[src/rtl/adc_serial_responder.sv]
`default_nettype none
// ============================================================================
// Module      : adc_serial_responder
// Description : Synthesisable model of a 4-channel serial ADC sitting at the
//               far end of an RFS/TFS frame interface. A 16-bit control word
//               arrives MSB first on din while tfs is low. A 16-bit result
//               word {sample[9:0], channel[1:0], 4'b0000} leaves MSB first on
//               dout while rfs is high. The result sent in frame k+1 belongs
//               to the channel addressed in frame k.
// Ports       : clk_clk, reset_n        - clock, synchronous active-low reset
//               enable, rfs, tfs, din   - frame enable, read/transmit frame
//                                         syncs, serial control input
//               dout                    - serial result output (combinational)
//               ch0..ch3_sample         - 10-bit unsigned "analog" inputs
//               ctrl_word               - last valid control bits [15:4]
//               cur_ch                  - channel of the loaded result
//               busy                    - conversion timer running
//               frame_done              - one-cycle pulse after frame end
//               short_frame, overrun    - sticky error flags
// Revision    : 1.0 - initial release
// ============================================================================
module adc_serial_responder #(
    parameter int unsigned CONV_CYCLES = 0,
    parameter int unsigned RX_BITS     = 12
) (
    input  logic       clk_clk,
    input  logic       reset_n,
    input  logic       enable,
    input  logic       rfs,
    input  logic       tfs,
    input  logic       din,
    output logic       dout,
    input  logic [9:0] ch0_sample,
    input  logic [9:0] ch1_sample,
    input  logic [9:0] ch2_sample,
    input  logic [9:0] ch3_sample,
    output logic [11:0] ctrl_word,
    output logic [1:0] cur_ch,
    output logic       busy,
    output logic       frame_done,
    output logic       short_frame,
    output logic       overrun
);

    localparam logic [3:0] C_RX_BITS = 4'(RX_BITS);
    localparam logic [3:0] C_CONV    = 4'(CONV_CYCLES);

    typedef enum logic [1:0] {
        S_IDLE    = 2'd0,
        S_FRAME   = 2'd1,
        S_CONVERT = 2'd2
    } state_t;

    state_t      state_q, state_d;
    logic [15:0] tx_sr_q, tx_sr_d;
    logic [15:0] result_q, result_d;
    logic [11:0] ctrl_q, ctrl_d;
    logic [11:0] rx_sr_q, rx_sr_d;
    logic [3:0]  rx_cnt_q, rx_cnt_d;
    logic [1:0]  cur_ch_q, cur_ch_d;
    logic [1:0]  pend_ch_q, pend_ch_d;
    logic [3:0]  timer_q, timer_d;
    logic        busy_q, busy_d;
    logic        frame_done_q, frame_done_d;
    logic        short_q, short_d;
    logic        overrun_q, overrun_d;

    logic        w_rx_ok;
    logic [1:0]  w_next_ch;
    logic [1:0]  w_load_ch;
    logic [9:0]  w_sample;
    logic [15:0] w_load_word;

    // Channel select lives in word bits 10 and 9; bit 10 is inverted so the
    // controller's four command words map onto channels 0..3.
    assign w_rx_ok   = (rx_cnt_q >= C_RX_BITS);
    assign w_next_ch = w_rx_ok ? {~rx_sr_q[6], rx_sr_q[5]} : cur_ch_q;

    // A delayed load uses the channel latched at frame end; an immediate
    // load uses the channel decoded this cycle.
    assign w_load_ch = (state_q == S_CONVERT) ? pend_ch_q : w_next_ch;

    always_comb begin
        w_sample = ch0_sample;
        case (w_load_ch)
            2'd0:    w_sample = ch0_sample;
            2'd1:    w_sample = ch1_sample;
            2'd2:    w_sample = ch2_sample;
            default: w_sample = ch3_sample;
        endcase
    end

    assign w_load_word = {w_sample, w_load_ch, 4'b0000};

    always_comb begin
        state_d      = state_q;
        tx_sr_d      = tx_sr_q;
        result_d     = result_q;
        ctrl_d       = ctrl_q;
        rx_sr_d      = rx_sr_q;
        rx_cnt_d     = rx_cnt_q;
        cur_ch_d     = cur_ch_q;
        pend_ch_d    = pend_ch_q;
        timer_d      = timer_q;
        busy_d       = busy_q;
        frame_done_d = 1'b0;
        short_d      = short_q;
        overrun_d    = overrun_q;

        case (state_q)
            S_IDLE, S_CONVERT: begin
                if (enable) begin
                    state_d  = S_FRAME;
                    rx_cnt_d = 4'd0;
                    // New frame while converting: abandon the conversion and
                    // replay the previous result instead.
                    if (timer_q != 4'd0) begin
                        overrun_d = 1'b1;
                        busy_d    = 1'b0;
                        timer_d   = 4'd0;
                        tx_sr_d   = result_q;
                    end
                end else if (state_q == S_CONVERT) begin
                    if (timer_q <= 4'd1) begin
                        result_d = w_load_word;
                        tx_sr_d  = w_load_word;
                        cur_ch_d = w_load_ch;
                        timer_d  = 4'd0;
                        busy_d   = 1'b0;
                        state_d  = S_IDLE;
                    end else begin
                        timer_d = timer_q - 4'd1;
                    end
                end
            end

            S_FRAME: begin
                if (!enable) begin
                    frame_done_d = 1'b1;
                    if (w_rx_ok) begin
                        ctrl_d = rx_sr_q;
                    end else begin
                        short_d = 1'b1;
                    end
                    if (CONV_CYCLES == 0) begin
                        result_d = w_load_word;
                        tx_sr_d  = w_load_word;
                        cur_ch_d = w_load_ch;
                        state_d  = S_IDLE;
                    end else begin
                        pend_ch_d = w_next_ch;
                        timer_d   = C_CONV;
                        busy_d    = 1'b1;
                        state_d   = S_CONVERT;
                    end
                end else begin
                    if (rfs) begin
                        tx_sr_d = {tx_sr_q[14:0], 1'b0};
                    end
                    if (!tfs) begin
                        if (rx_cnt_q < 4'd12) begin
                            rx_sr_d = {rx_sr_q[10:0], din};
                        end
                        if (rx_cnt_q != 4'd15) begin
                            rx_cnt_d = rx_cnt_q + 4'd1;
                        end
                    end
                end
            end

            default: state_d = S_IDLE;
        endcase
    end

    always_ff @(posedge clk_clk) begin
        if (!reset_n) begin
            state_q      <= S_IDLE;
            tx_sr_q      <= 16'd0;
            result_q     <= 16'd0;
            ctrl_q       <= 12'd0;
            rx_sr_q      <= 12'd0;
            rx_cnt_q     <= 4'd0;
            cur_ch_q     <= 2'd0;
            pend_ch_q    <= 2'd0;
            timer_q      <= 4'd0;
            busy_q       <= 1'b0;
            frame_done_q <= 1'b0;
            short_q      <= 1'b0;
            overrun_q    <= 1'b0;
        end else begin
            state_q      <= state_d;
            tx_sr_q      <= tx_sr_d;
            result_q     <= result_d;
            ctrl_q       <= ctrl_d;
            rx_sr_q      <= rx_sr_d;
            rx_cnt_q     <= rx_cnt_d;
            cur_ch_q     <= cur_ch_d;
            pend_ch_q    <= pend_ch_d;
            timer_q      <= timer_d;
            busy_q       <= busy_d;
            frame_done_q <= frame_done_d;
            short_q      <= short_d;
            overrun_q    <= overrun_d;
        end
    end

    // Bit 15 is presented before the first sampling edge of a frame.
    assign dout        = (enable & rfs) ? tx_sr_q[15] : 1'b0;
    assign ctrl_word   = ctrl_q;
    assign cur_ch      = cur_ch_q;
    assign busy        = busy_q;
    assign frame_done  = frame_done_q;
    assign short_frame = short_q;
    assign overrun     = overrun_q;

endmodule
`default_nettype wire

[config.mk]
export PLATFORM = sky130hd
export DESIGN_NAME = adc_serial_responder
export DESIGN_NICKNAME = d
export VERILOG_FILES = /design/src/rtl/adc_serial_responder.sv
export SDC_FILE = /design/constraint.sdc
export NUM_CORES = 1
export LEC_CHECK = 0
export ABC_AREA = 1
export ABC_CLOCK_PERIOD_IN_PS = 5800
export BUFFER_PORTS_ARGS = -buffer_cell sky130_fd_sc_hd__buf_4
export CAP_MARGIN = 30
export CORE_ASPECT_RATIO = 0.6
export CORE_UTILIZATION = 58
export CTS_CLUSTER_SIZE = 24
export DETAILED_ROUTE_END_ITERATION = 7
export PLACE_DENSITY = 0.84
export SYNTH_ARGS = -nofsm -noshare
export SYNTH_HDL_FRONTEND = slang
export SYNTH_SLANG_ARGS = --single-unit
[constraint.sdc]
create_clock -name clk_clk -period 5.8 [get_ports clk_clk]
set_clock_uncertainty 0.2 [all_clocks]
set_input_delay 0.29 -clock clk_clk [delete_from_list [all_inputs] [get_ports clk_clk]]
set_output_delay 0.29 -clock clk_clk [all_outputs]
set_load 0.03 [all_outputs]
Word level (Yosys, flattened, before mapping)
Index checks and enable logic that the tools add are counted.
- register bits: 72
- input bits: 46
- output and inout bits: 19
- logic and storage cells: 96
- add/sub/neg operators: 2
- $lt $le $gt $ge: 3
- equality and inequality tests: 18
- muxes and demuxes: 38
- bitwise logic cells: 5
- reduce and logical (&&, ||, !) cells: 18
- operators by type and width (operator ; number):
    $mux 16 ; 8
    $pmux 16 s2 ; 2
    $mux 4 ; 8
    $pmux 10 s3 ; 1
    $mux 2 ; 10
    $ne 2x2->1 const B ; 8
    $reduce_and 3->1 ; 5
    $reduce_and 5->1 ; 3
    $ne 3x3->1 const B ; 4
    $pmux 2 s2 ; 2
    $pmux 4 s2 ; 1
    $reduce_and 4->1 ; 2
    $mux 1 ; 6
    $reduce_bool 2->1 ; 3
    $add 4x1->4 const B ; 1
    $eq 2x1->1 const B ; 2
    $eq 2x2->1 const B ; 2
    $ge 4x4->1 const B ; 1
    $le 4x1->1 const B ; 1
    $logic_not 2->1 ; 2
    $lt 4x4->1 const B ; 1
    $ne 4x4->1 const B ; 1
    $not 1->1 ; 4
    $reduce_bool 4->1 ; 1
    5 further kinds ; 5

Depth between registers and ports, before layout
- word-level depth: 9
- depth in mapped cells: 10
- mapped depth without buffers: 9

Worst setup path before layout
Ideal clock, no wire load.
- path type: register to register
- from: reg state_q[0]
- to: reg tx_sr_q[13]
- library setup time: 0.122 ns
- arrival: 1.606 ns
- data required time: 5.478 ns
- setup slack: 3.872 ns
- cell stages (with the launch flop): 9
- buffers on the path: 2
- clock period less this slack: 1.928 ns
- cells stage by stage: dfxtp_1 > inv_1 > buf_2 > buf_2 > ha_1 > a21oi_2 > clkinv_1 > nor2_1 > a21oi_2
- word-level cells in the longest chain between the ends: 8
- elaborated cells between the ends (all ways): 20
- those cells by class: eq/ne: 8; mux: 7; reduce/logical: 5
- RTL lines (item ; RTL line ; RTL):
    start, declared ; 54 ; state_t state_q, state_d;
    start signal, assigned ; 191 ; state_q <= state_d;
    $eq 2x2->1 ; 81, 110, 123 ;
    $mux 2 ; 81 ; assign w_load_ch = (state_q == S_CONVERT) ? pend_ch_q : w_next_ch;
    $eq 2x2->1 (tied with other cells) ; 85 ; case (w_load_ch)
    $pmux 10 s3 ; 85 ;
    $mux 16 ; 124 ; if (timer_q <= 4'd1) begin
    $mux 16 ; 123 ; end else if (state_q == S_CONVERT) begin
    $mux 16 ; 112 ; if (enable) begin
    $pmux 16 s2 ; 110 ; case (state_q)
    end signal, assigned ; 192 ; tx_sr_q <= tx_sr_d;
    end, declared ; 55 ; logic [15:0] tx_sr_q, tx_sr_d;
Several ways; a longest one is shown, not always the timed one. The select of a mux whose other input is x is not followed.
A chain may end at the register's enable or synchronous reset.

Worst setup path after layout
- from: reg state_q[0]
- to: reg ctrl_q[6] (netlist: ctrl_word[6])
- word-level cells in the longest chain between the ends: 2
- RTL lines (item ; RTL line ; RTL):
    $eq 2x1->1 ; 110 ;
    $reduce_and 3->1 (no source line) ; - ;
    end signal, assigned ; 194 ; ctrl_q <= ctrl_d;
    end, declared ; 57 ; logic [11:0] ctrl_q, ctrl_d;
No other way between the ends.

==> flow_summary.toml <==
[outcome]
status = "complete, no violations"

[clocking]
post-cts-setup-buffer-count = 0
clk_latency_ns = 0.34
clkSinkCount = 60
cts_tree = "done"
clk_pin_slew_ns = 0.06
ctsResizeCount = 0
hold_buffers = 0
cts_buffer_depth = 2
root_buffer = "clkbuf_8"
cts_buffers = 9
cts_max_level = 3

[floorplanning]
pin_count = 65
std_cell_rows = 19
initial_core_util = 0.617
die_y_um = 56.7
core_region_area_um2 = 4680
dieArea_um2 = 5270
die_w_um = 93.1

[drt]
drcViolationCount = 0
wire_per_inst_um = 15.3
detail-route-antenna-nets = 0
drtPass1Iterations = 6
wl_mm = 7.92
vias = 2937
via_per_inst = 5.67
first_iter_violations = 335

[timing]
slew_violations = 0
relSlewSlack = 0.581
tns_ns = 0
tightest_slew_ns = 0.626
clock.fmax_ghz = 0.331
setup_viol = 0
period_share = 0.520
worst_slack_ns = 2.78
rsz0062_at_grt = "no"
finalHoldViolations = 0
layout_min_cycle_time_ns = 3.02

[grt]
gr-total-overflow = 0
grt_max_degree = 51
grt_antenna_before_repair = 0
grt_pass1_vias = 2620
grt_pass1_wl_mm = 12.9
grt_util_all_layers = 0.325

[critical_path]
worst-path-max-fanout = 22
cp_cell_sequence = "ha_1, inv_1, nor2_1, inv_1, nor2_1, inv_1, a21oi_1"
required_ns = 5.86
worstSetupEndpointType = "flip-flop"
slowest_delay_ns = 0.66
worst-path-buf-inv = 3
cp.arrival_ns = 3.08
crit_slowest_cell = "ha_1"
rrSetupSlack_ns = 2.78
path_common_cell = "inv_1"
startpoint_type = "flip-flop"
crit_family = "simple AND/OR/NAND/NOR gates"
path_class = "reg2reg"

[placement]
port_buffers = 63
pre_cts_ws_ns = 2.76
hpwlAfterDp_mm = 5.76
gp_congestion = 0.942

[synth]
synth_seq_cells = 60
yosys_warnings = 0
syn_nets = 455
yosysTopAreaCellShare = 0.416
synth_area_leaders = "dfxtp_1, o21ai_0, nor2_1, nand3_1, a21oi_1"
ys_types = 32
synthCells = 404
syn_area_um2 = 2890
synth_top_area_cell = "dfxtp_1"
syn_avg_cell_area_um2 = 7.15
ys_seq_area_frac = 0.416

[layout]
nets = 501
seq_area_um2 = 1200
fill_cells = 375
final_core_util = 0.749
area_delta_synth_final_pct = 21.4
multi_input_area_um2 = 1440
final_layout_size_suffix_gt1_frac = 0.200
n_antenna_cell = 0

[flow_run]
max_cap_viol_count = 0

[power]
power_density_nw_per_um2 = 277
irDropWorstVdd_uv = 200
p_leak_nw = 1.63

[hold_path]
hold_class = "in2reg"
## per-stage QoR
stage               area (um^2)  hold WS, ns  cells  total power [W]
CTS                        3510       0.0162    518         0.000973
floorplan                  2890        0.215    404         0.000503
global placement           3270        0.228    502         0.000540
finish                     3510       0.0259    518         0.000971
detailed placement         3270        0.240    502         0.000544
global route               3510       0.0255    518          0.00100
## where the power goes
group / leakage [nW] / switching (W) / total, W / internal (W)
logic: 1.02 / 0.0000578 / 0.0000990 / 0.0000411
registers: 0.487 / 0.0000118 / 0.000440 / 0.000428
clock network: 0.122 / 0.000157 / 0.000433 / 0.000276
## synth_stat cells (all sizes together)
cell type and count:
dfxtp 60, nor3 2, nand4 1, or2 10
a211oi 1, nand3 46, ha 5, buf 16
xor2 2, a21oi 35, inv 19, conb 1
nand3b 2, nor2 81, clkbuf 12, nand2 44
o21a 1, a31oi 2, clkinv 1, o21ai 63
## registers in the layout, summed over array words and instances, names as in the netlist, 4 cells and up
| signal | flops |
|---|---|
| rx_sr_q | 12 |
| rx_cnt_q | 4 |
| ctrl_word | 12 |
| tx_sr_q | 12 |
| timer_q | 4 |
| result_q | 11 |
## logic make-up after synthesis
kind of cell             Yosys count  synth area share
AND/OR/NAND/NOR                  186             0.289
other                              1           0.00130
flip-flops                        60             0.416
XOR/XNOR                           2           0.00607
adder cells (fa/ha/maj)            5            0.0217
AO/OA/AOI/OAI                    102             0.182
buffers and inverters             48            0.0845
## path summary, 6_finish.rpt
check,startpoint,endpoint,depth (start not counted)
hold reg to reg,timer_q[3],timer_q[3],2
setup / recovery,state_q[0],ctrl_word[6],7
hold / removal,din,rx_sr_q[0],3
setup reg to reg,state_q[0],ctrl_word[6],7
## worst reg2reg max path: cells and delay by family, from the launching register on
kind | cells | cell delay [ns]
AOI/OAI and AO/OA | 1 | 0.11
adders and majority gates | 1 | 0.66
buffers and inverters | 3 | 0.58
DFF | 1 | 0.65
and+or+nand+nor | 2 | 0.75
## layer usage
metal | part of all wire | GRT usage
met1 | 0.48 | 0.463
met2 | 0.40 | 0.438
met5 | 0 | 0
met3 | 0.11 | 0.159
met4 | 0.0067 | 0.0725
## layout make-up
cell class,instances,area share
multi-input cells,296,0.411
clock buffers,12,0.0471
clock inverters,4,0.0200
flip-flops and latches,60,0.343
well taps,63,0.0225
repair buffers,63,0.135
inverters,20,0.0214
## placed cells by master (no fill, tap or decap), types with 2 or more instances in the layout
master     count
a21oi_1       33
a21oi_2        2
a31oi_1        2
buf_4         63
bufinv_16      2
clkbuf_8      12
clkinv_2       2
dfxtp_1       60
ha_1           5
inv_1         18
nand2_1       38
nand2_2        3
nand2_4        3
nand3_1       45
nand3b_1       2
nor2_1        81
o21ai_0       61
o21ai_1        2
or2_1          9
xor2_1         2
Note: power is estimated with default switching activity, not from simulation.
